==> src/rtl/scale_row_sched_pkg.sv <==
// Shared types and constants for the vertical scaler row path.
// Row positions are unsigned fixed point with FRAC_BITS fractional bits.
package scale_row_sched_pkg;
    localparam int RW         = 11;
    localparam int YS_W       = 10;
    localparam int FRAC_BITS  = 8;
    localparam int RING_SLOTS = 4;
    localparam int SLOT_W     = $clog2(RING_SLOTS);
    localparam int PROD_W     = YS_W + RW;
    localparam int BASE_W     = PROD_W - FRAC_BITS;

    typedef enum logic [3:0] {
        S_IDLE,
        S_MUL,
        S_CHECK,
        S_FETCH,
        S_WAIT_F,
        S_RUN,
        S_WAIT_I,
        S_NEXT,
        S_FLUSH,
        S_DONE
    } state_t;

    typedef struct packed {
        logic [RW-1:0]        top;
        logic [RW-1:0]        bot;
        logic [FRAC_BITS-1:0] frac;
    } row_pos_t;
endpackage

==> src/rtl/scale_row_sched_pos_calc.sv <==
// Source row position for one destination row: registered dst_row * y_scale,
// then clamp to the last source row so the bottom tap never runs off the frame.
module scale_pos_calc
    import scale_row_sched_pkg::*;
#(
    parameter int SRC_H = 360
) (
    input  logic            clk,
    input  logic            rstn,
    input  logic            load,
    input  logic [RW-1:0]   dst_row,
    input  logic [YS_W-1:0] y_scale,
    output row_pos_t        pos
);
    localparam logic [BASE_W-1:0] LAST = BASE_W'(SRC_H - 1);

    logic [PROD_W-1:0] prod;
    logic [BASE_W-1:0] base;

    always_ff @(posedge clk or negedge rstn) begin
        if (!rstn)
            prod <= '0;
        else if (load)
            prod <= PROD_W'(dst_row) * PROD_W'(y_scale);
    end

    assign base = prod[PROD_W-1:FRAC_BITS];

    always_comb begin
        pos = '0;
        if (base >= LAST) begin
            pos.top  = LAST[RW-1:0];
            pos.bot  = LAST[RW-1:0];
            pos.frac = '0;
        end else begin
            pos.top  = base[RW-1:0];
            pos.bot  = base[RW-1:0] + RW'(1);
            pos.frac = prod[FRAC_BITS-1:0];
        end
    end
endmodule

==> src/rtl/scale_row_sched.sv <==
// Vertical scaler row scheduler: keeps the two interpolation rows resident in
// a 4-slot line ring, kicks the row engine, and drains the rest of the frame.
module scale_row_sched
    import scale_row_sched_pkg::*;
#(
    parameter int SRC_H = 360
) (
    input  logic                 clk,
    input  logic                 rstn,
    input  logic                 start,
    input  logic [YS_W-1:0]      y_scale,
    input  logic [RW-1:0]        dst_h,
    output logic                 fetch_req,
    input  logic                 fetch_done,
    output logic                 interp_start,
    input  logic                 interp_done,
    output logic [SLOT_W-1:0]    sel_top,
    output logic [SLOT_W-1:0]    sel_bot,
    output logic [FRAC_BITS-1:0] y_frac,
    output logic [RW-1:0]        dst_row,
    output logic                 busy,
    output logic                 frame_done
);
    state_t          state, nxt;
    logic [YS_W-1:0] ys_q;
    logic [RW-1:0]   dh_q;
    logic [RW:0]     loaded;
    logic [RW:0]     need;
    logic            from_flush;
    logic            last_row;
    logic            have_rows;
    logic            flush_more;
    row_pos_t        pos;

    scale_pos_calc #(.SRC_H(SRC_H)) u_pos (
        .clk     (clk),
        .rstn    (rstn),
        .load    (state == S_MUL),
        .dst_row (dst_row),
        .y_scale (ys_q),
        .pos     (pos)
    );

    assign need       = {1'b0, pos.bot} + (RW+1)'(1);
    assign have_rows  = (loaded >= need);
    assign last_row   = (dst_row == dh_q - RW'(1));
    assign flush_more = (loaded < (RW+1)'(SRC_H));
    assign busy       = (state != S_IDLE);

    always_ff @(posedge clk or negedge rstn) begin
        if (!rstn)
            state <= S_IDLE;
        else
            state <= nxt;
    end

    always_comb begin
        nxt          = state;
        fetch_req    = 1'b0;
        interp_start = 1'b0;
        case (state)
            S_IDLE:   if (start) nxt = (dst_h == '0) ? S_DONE : S_MUL;
            S_MUL:    nxt = S_CHECK;
            S_CHECK:  nxt = have_rows ? S_RUN : S_FETCH;
            S_FETCH: begin
                fetch_req = 1'b1;
                nxt       = S_WAIT_F;
            end
            S_WAIT_F: if (fetch_done) nxt = from_flush ? S_FLUSH : S_CHECK;
            S_RUN: begin
                interp_start = 1'b1;
                nxt          = S_WAIT_I;
            end
            S_WAIT_I: if (interp_done) nxt = S_NEXT;
            S_NEXT:   nxt = last_row ? S_FLUSH : S_MUL;
            S_FLUSH: begin
                if (flush_more) begin
                    fetch_req = 1'b1;
                    nxt       = S_WAIT_F;
                end else begin
                    nxt = S_DONE;
                end
            end
            S_DONE:   nxt = S_IDLE;
            default:  nxt = S_IDLE;
        endcase
    end

    // frame_done is registered off DONE, so it trails the DONE state by a cycle
    always_ff @(posedge clk or negedge rstn) begin
        if (!rstn) begin
            ys_q       <= '0;
            dh_q       <= '0;
            dst_row    <= '0;
            loaded     <= '0;
            from_flush <= 1'b0;
            sel_top    <= '0;
            sel_bot    <= '0;
            y_frac     <= '0;
            frame_done <= 1'b0;
        end else begin
            frame_done <= (state == S_DONE);
            case (state)
                S_IDLE: begin
                    if (start) begin
                        ys_q       <= y_scale;
                        dh_q       <= dst_h;
                        dst_row    <= '0;
                        loaded     <= '0;
                        from_flush <= 1'b0;
                    end
                end
                S_CHECK: begin
                    if (have_rows) begin
                        sel_top <= pos.top[SLOT_W-1:0];
                        sel_bot <= pos.bot[SLOT_W-1:0];
                        y_frac  <= pos.frac;
                    end
                end
                S_FETCH:  from_flush <= 1'b0;
                S_WAIT_F: if (fetch_done) loaded <= loaded + (RW+1)'(1);
                S_NEXT:   if (!last_row) dst_row <= dst_row + RW'(1);
                S_FLUSH:  from_flush <= 1'b1;
                default: ;
            endcase
        end
    end
endmodule
==> config.mk <==
export PLATFORM = sky130hd
export DESIGN_NAME = scale_row_sched
export DESIGN_NICKNAME = d
export VERILOG_FILES = /design/src/rtl/scale_row_sched_pkg.sv /design/src/rtl/scale_row_sched_pos_calc.sv /design/src/rtl/scale_row_sched.sv
export SDC_FILE = /design/constraint.sdc
export NUM_CORES = 1
export LEC_CHECK = 0
export ABC_CLOCK_PERIOD_IN_PS = 9850
export CORE_UTILIZATION = 37
export DETAILED_ROUTE_END_ITERATION = 6
export GPL_TIMING_DRIVEN = 0
export PLACE_DENSITY_LB_ADDON = 0.3
export SETUP_SLACK_MARGIN = 0.1
export SYNTH_ARGS = -nofsm -noshare
export SYNTH_HDL_FRONTEND = slang
export SYNTH_SLANG_ARGS = --single-unit
export TNS_END_PERCENT = 50
==> constraint.sdc <==
create_clock -name clk -period 9.85 [get_ports clk]
set_input_delay 0.985 -clock clk [delete_from_list [all_inputs] [get_ports clk]]
set_output_delay 0.985 -clock clk [all_outputs]
set_load 0.05 [all_outputs]
==> out/metrics.yaml <==
endpoint_kind: "register"
yosysTopAreaCellShare_pct: 24.77
synth.most_common_cell: "nand2_1"
setup_violations: 0
hold_start: "u_pos.prod[3]"
route.met3.wl_um: 527
yosys.area.top_type: "dfrtp_1"
vias: 6835
yosys_warnings: 0
grt_overflow: 0
syn_area_um2: 8386
period_minus_slack_ns: 6.081
rr_worst_depth: 21
min_path_type: "reg2reg"
critPathRequiredTime_ns: 10.13
wl_um: 19960
p_per_area_nw_per_um2: 213.1
initial_utilization_pct: 38.07
clk_path_buf_depth: 2
post-cts-setup-buffers: 0
grt_pass1_vias: 6931
ys.flop_type: "dfrtp_1"
dieArea_um2: 23270
violations: "design-rule violations"
clock-sinks: 83
drt_iter0_drc: 292
cts-root-buf: "clkbuf_16"
crit_path_max_fanout: 10
synthToLayoutAreaGrowth_pct: 14.49
power.leakage_nw: 4.682
ys_top_cells_by_count: "191 x nand2_1, 109 x inv_1, 83 x dfrtp_1"
slew_violations: 0
synth-seq-cells: 83
layout.nets: 1205
drc: 5
peakVddDrop_mv: 0.09009
track_usage_pct: 18.13
vias_per_cell: 5.174
synth_cells: 970
worst_slew_pin_slew_ns: 1.106
placed_cells: 1305
clk-insertion-delay-late_ns: 0.35
timing.final.ws_setup_ns: 3.769
hpwlAfterDp_um: 15890
synth_area_leaders: "dfrtp_1 25%, fa_1 17%, ha_1 11%, nand2_1 8.5%, inv_1 4.9%"
worstSetupPathType: "reg2reg"
dr_wl_met2_um: 9680
worstSetupStartpointType: "register"
antennaDiodeCount: 0
synth_edf_count: 0
routedWlPerCell_um: 15.11
maxCapViolCount: 0
clock_skew_ns: 0.01210
antenna_found_initial: 0
rows: 54
die_w_um: 152.5
path_clk_slew_ns: 0.07
gp_congestion: 0.8795
ctsResizeCount: 0
cts_tree: "done"
grt_max_degree: 49
hold_depth: 2
ant_nets: 0
core_area_um2: 22030
wl_met1_um: 9396
num_io_pins: 53
final_layout_size_suffix_gt1_share_pct: 3.746
hold_viol: 0
avgSynthCellArea_um2: 8.645
holdBufCountCts: 0
cts_made_buffers: 9
tns_ns: 0
r2r_setup_slack_ns: 3.77
holdPathEnd: "u_pos.prod[3]"
postLayoutCoreUtil_pct: 43.59
htreeDepth: 3
post-place-ws_ns: 3.782
ys_types: 70
synthArstFlopShare_pct: 100.0
reg2reg_to: "u_pos.prod[18]"
run_status: "finished with violations"
io_buffers: 52
cp.arrival_ns: 6.36
rsz0062_at_grt: "false"
drt_first_pass_iters: 7
slew-limit-headroom_pct: 25.72
grt_pass1_wl_um: 34120
highest_layer: "met4"
yosysSeqAreaShare_pct: 24.77
reg2reg_from: "dst_row[7]"
die_h_um: 152.5
period_share_pct: 61.74
fin_cells: 1321
max_freq_mhz: 164.4
-- per-layer routing --
layer | vias to the layer above | track usage (%)
met1 | 3393 | 24.02
met3 | 24 | 1.962
met2 | 106 | 30.94
li1 | 3312 | -
met4 | 0 | 5.964
met5 | - | 0
-- sequential cells by signal, indices dropped and copies added (netlist names) --
name / flops
dh_q: 11
dst_row: 11
frame_done: 1
from_flush: 1
loaded: 12
sel_bot: 2
sel_top: 2
state: 4
u_pos.prod: 21
y_frac: 8
ys_q: 10
-- cell usage in the layout, fill, tap and decap left out, drive strengths merged, types with 4 or more instances in the layout --
| master | instances |
|---|---|
| ha | 73 |
| nor2 | 37 |
| nor4 | 7 |
| inv | 112 |
| dfrtp | 83 |
| nor3 | 15 |
| clkdlybuf4s50 | 51 |
| a31o | 4 |
| a2111oi | 4 |
| mux2i | 13 |
| mux2 | 4 |
| nand2b | 9 |
| a31oi | 5 |
| a21o | 7 |
| o21bai | 4 |
| xor2 | 27 |
| or4 | 4 |
| a21oi | 24 |
| buf | 7 |
| xnor2 | 25 |
| a211oi | 9 |
| or3 | 4 |
| fa | 70 |
| and3 | 12 |
| nand3 | 25 |
| nand2 | 191 |
| o21ai | 38 |
| and2 | 61 |
| clkbuf | 51 |
| nand4 | 5 |
| nor3b | 7 |
-- cells by family (layout without fill, tap and decap cells) --
group                    Yosys count  after routing  share of synthesized area, %
other                              1              3                       0.04472
flip-flops                        83             83                         24.77
XOR/XNOR                          52             52                         5.431
AO/OA/AOI/OAI                    127            127                         10.55
AND/OR/NAND/NOR                  391            391                         22.41
adder cells (fa/ha/maj)          143            143                         27.60
multiplexers                      17             17                         2.089
buffers and inverters            156            225                         7.102
-- cell type report --
cell class	instances	area, um^2
Timing Repair Buffer	53	545.5
Tap cell	280	350.3
Inverter	109	409.1
Buffer	47	186.4
Fill cell	2221	12430
Clock buffer	9	225.2
Sequential cell	83	2077
Clock inverter	7	85.08
Multi-Input combinational cell	733	5722
-- worst max-delay path: stages (launching register included) --
cell,delay [ns]
dfrtp_1,0.34
clkbuf_1,0.32
clkbuf_1,0.50
nand2_1,0.14
fa_1,0.51
inv_1,0.05
fa_1,0.50
inv_1,0.06
fa_1,0.47
inv_1,0.06
fa_1,0.53
inv_1,0.05
fa_1,0.54
inv_1,0.04
ha_1,0.35
and3_1,0.23
nor2_1,0.05
a31oi_1,0.31
nand3_1,0.22
o211a_1,0.26
or4_1,0.39
nand3_1,0.09
-- per-stage QoR --
stage                     power [mW]  instance area (um^2)  hold slack, ns
final                          2.046                  9600          0.4797
after floorplan                1.371                  8393          0.4448
after global routing           2.231                  9600          0.5163
after CTS                      2.062                  9599          0.4842
after detailed placement       1.695                  9289          0.4659
after global placement         1.676                  9264          0.4608
-- where the power goes --
part           leakage [nW]  internal [mW]  total, mW  switching [mW]
combinational          3.47          0.420       1.14           0.718
sequential             1.07          0.443      0.547           0.103
clock                 0.146          0.202      0.361           0.160
total                  4.68           1.07       2.05           0.981
-- worst max path at each step --
stage | start | end | slack, ns
5_1_grt | dst_row[7] | u_pos.prod[19] | 3.38
6_report | dst_row[7] | u_pos.prod[18] | 3.77
2_1_floorplan | dst_row[7] | u_pos.prod[18] | 4.21
3_5_place_dp | dst_row[7] | u_pos.prod[18] | 3.78
4_1_cts | dst_row[7] | u_pos.prod[18] | 3.76
3_3_place_gp | dst_row[7] | u_pos.prod[19] | 3.85
Power figures use the tool's default switching activity.
==> RTL change (same settings) <==
The output `frame_done` loses its register stage (`frame_done` becomes a continuous assignment). Comments in the files are not updated.
--- a/src/rtl/scale_row_sched.sv
+++ b/src/rtl/scale_row_sched.sv
@@ -99,5 +99,3 @@
             y_frac     <= '0;
-            frame_done <= 1'b0;
         end else begin
-            frame_done <= (state == S_DONE);
             case (state)
@@ -127,2 +125,4 @@
     end
+
+    assign frame_done = (state == S_DONE);
 endmodule
Check against the original RTL: not equivalent (a bounded check fails within 4 cycles, from zero or initial values and one cycle with rstn low).
==> RTL change against the unedited design <==
- synthesized area is 1.1% lower
- fmax hardly changed
- core utilization fell by 0.14 points
- first-iteration DRC count rose by 18%
- power shrank 8.0%
- sequential cell count is 1 lower
- sequential power fell by 5.1%
- routed wire length grew 1.2%
- cell area decreased by 0.94%
- global-route usage up 0.66 points
- setup slack got worse by 0.0014 ns
- critical endpoint is now u_pos.prod[20]
- highest routed layer unchanged
==> RTL change: results (changes against the unedited design) <==
OUTCOME='completed'  # was finished, violations left
CRIT_START='dst_row[5]'  # was dst_row[7]
INV_COUNT=99  # was 109
DETAILED_ROUTER_ITERATION_COUNT_BEFORE_ANTENNA_REPAIR=5  # was 7
MULTI_INPUT_GATE_AREA_IN_THE_FINAL_LAYOUT_MM2=0.00569  # was 0.00572 mm^2
GP_ROUTABILITY_CONGESTION=0.864  # was 0.880
CTS_SETUP_BUFFERS=0  # unchanged
FIRST_PASS_GRT_WIRE_LENGTH_UM=33500  # was 34,100 um
GRT.MET2_USAGE_PCT=30.0  # was 30.9%
MET3_USAGE_PCT=2.66  # was 1.96%
CLKSINKCOUNT=82  # was 83
FILL_COUNT=2194  # was 2,221
HOLD_CRIT_START='u_pos.prod[18]'  # was u_pos.prod[3]
GR-USAGE-ALL-LAYERS_PCT=18.8  # was 18.1%
PRE_CTS_WS_NS=3.77  # was 3.78 ns
SYNTH_SEQ_AREA_SHARE_PCT=24.7  # was 24.8%
DP.CELLS=1286  # was 1,305
CLOCKNETWORKAREASHARE_PCT=3.18  # was 3.23%
YOSYS.CELL_TYPES.COUNT=67  # was 70
FIN_NETS=1186  # was 1,205
NNONCLKBUFFERS=101  # was 100
PLACED_CELL_AREA_MM2=0.00921  # was 0.00929 mm^2
COMPOUND_GATE_FRACTION_OF_SYNTH_AREA_PCT=11.3  # was 10.5%
ROUTE.FINAL.WIRE_LENGTH_UM=20200  # was 20,000 um
CLOCK_BUFFER_COUNT=10  # was 9
DP_HPWL_UM=15600  # was 15,900 um
WORST-ENDPOINT-ARRIVAL_NS=6.30  # was 6.36 ns
HOLDPATHEND='u_pos.prod[18]'  # was u_pos.prod[3]
GRT_MAX_DEGREE=52  # was 49
YOSYS-TOP-CELLS-COUNT='173 x sky130_fd_sc_hd__nand2_1, 97 x sky130_fd_sc_hd__inv_1, 82 x sky130_fd_sc_hd__dfrtp_1'  # was 191 x sky130_fd_sc_hd__nand2_1, 109 x sky130_fd_sc_hd__inv_1, 83 x sky130_fd_sc_hd__dfrtp_1
REG2REG_SETUP_SLACK_NS=3.77  # about the same
WORSTMARGINPINSLEW_NS=0.787  # was 1.11 ns
POST_SYNTH_INST_COUNT=950  # was 970
MULTI_INPUT_CELLS=724  # was 733
ROUTE.DETAILED.WL_PER_INST_UM=15.5  # was 15.1 um
LAYOUT_NON_CLOCK_BUF_SHARE_PCT=7.84  # was 7.62%
FIN_SKEW_NS=0.00789  # was 0.0121 ns
VIA_COUNT_OF_THE_ROUTED_DESIGN=6805  # was 6,835
LAYOUT_CELL_SHARE_WITH_DRIVE_STRENGTH_BEYOND_1_PCT=4.40  # was 3.75%
SH_SEQ_AREA_PCT=21.6  # about the same
FINAL-SEQ-AREA_MM2=0.00205  # was 0.00208 mm^2
GRT_PASS1_VIAS=6542  # was 6,931
MET1_USAGE_GRT_PCT=25.2  # was 24.0%
DRT-INITIAL-DRC-COUNT=345  # was 292
YOSYS.AREA_SHARE.XOR_XNOR_PCT=5.60  # was 5.43%
SYNTH-ADDER-AREA-SHARE_PCT=27.9  # was 27.6%
P_LEAK_nW=4.64  # was 4.68 nW
[RTL change: cell types whose count changed in the layout (fill, tap and decap cells not counted), moves of 5 or more]
cell	change
sky130_fd_sc_hd__nor3b_1	+7
sky130_fd_sc_hd__nand4_1	+11
sky130_fd_sc_hd__inv_1	-12
sky130_fd_sc_hd__nand3_1	-6
sky130_fd_sc_hd__mux2i_1	-12
sky130_fd_sc_hd__nand2_1	-18
sky130_fd_sc_hd__o21ai_1	+6
sky130_fd_sc_hd__a21oi_1	+8
sky130_fd_sc_hd__and3_1	-5
sky130_fd_sc_hd__nor3_1	-8
sky130_fd_sc_hd__a221o_1	+8
[RTL change: per-layer routing]
layer / vias to the layer above / share of wire, %
met5: - / 0
li1: 3284 / -
met2: 144 / 46
met1: 3344 / 47
met3: 33 / 3.8
met4: 0 / 3.2
[RTL change: how the worst max path moves through the flow]
stage / endpoint / slack, ns
floorplan: u_pos.prod[19] / 4.11
global placement: u_pos.prod[20] / 3.79
detailed placement: u_pos.prod[20] / 3.77
CTS: u_pos.prod[20] / 3.72
global route: u_pos.prod[20] / 3.26
finish: u_pos.prod[20] / 3.77
[RTL change: power breakdown]
part | switching [W] | internal, W
combinational | 0.000635 | 0.000374
clock | 0.000155 | 0.000200
sequential | 0.0000944 | 0.000424
total | 0.000884 | 0.000998
[RTL change: logic make-up (layout without fill, tap and decap cells)]
family | Yosys count | after routing
xor gates and xnor gates | 53 | 53
adders and majority gates | 143 | 143
muxes | 9 | 9
AOI/OAI and AO/OA | 140 | 140
and+or+nand+nor | 376 | 376
buffers and inverters | 146 | 216
other | 1 | 3
DFF | 82 | 82
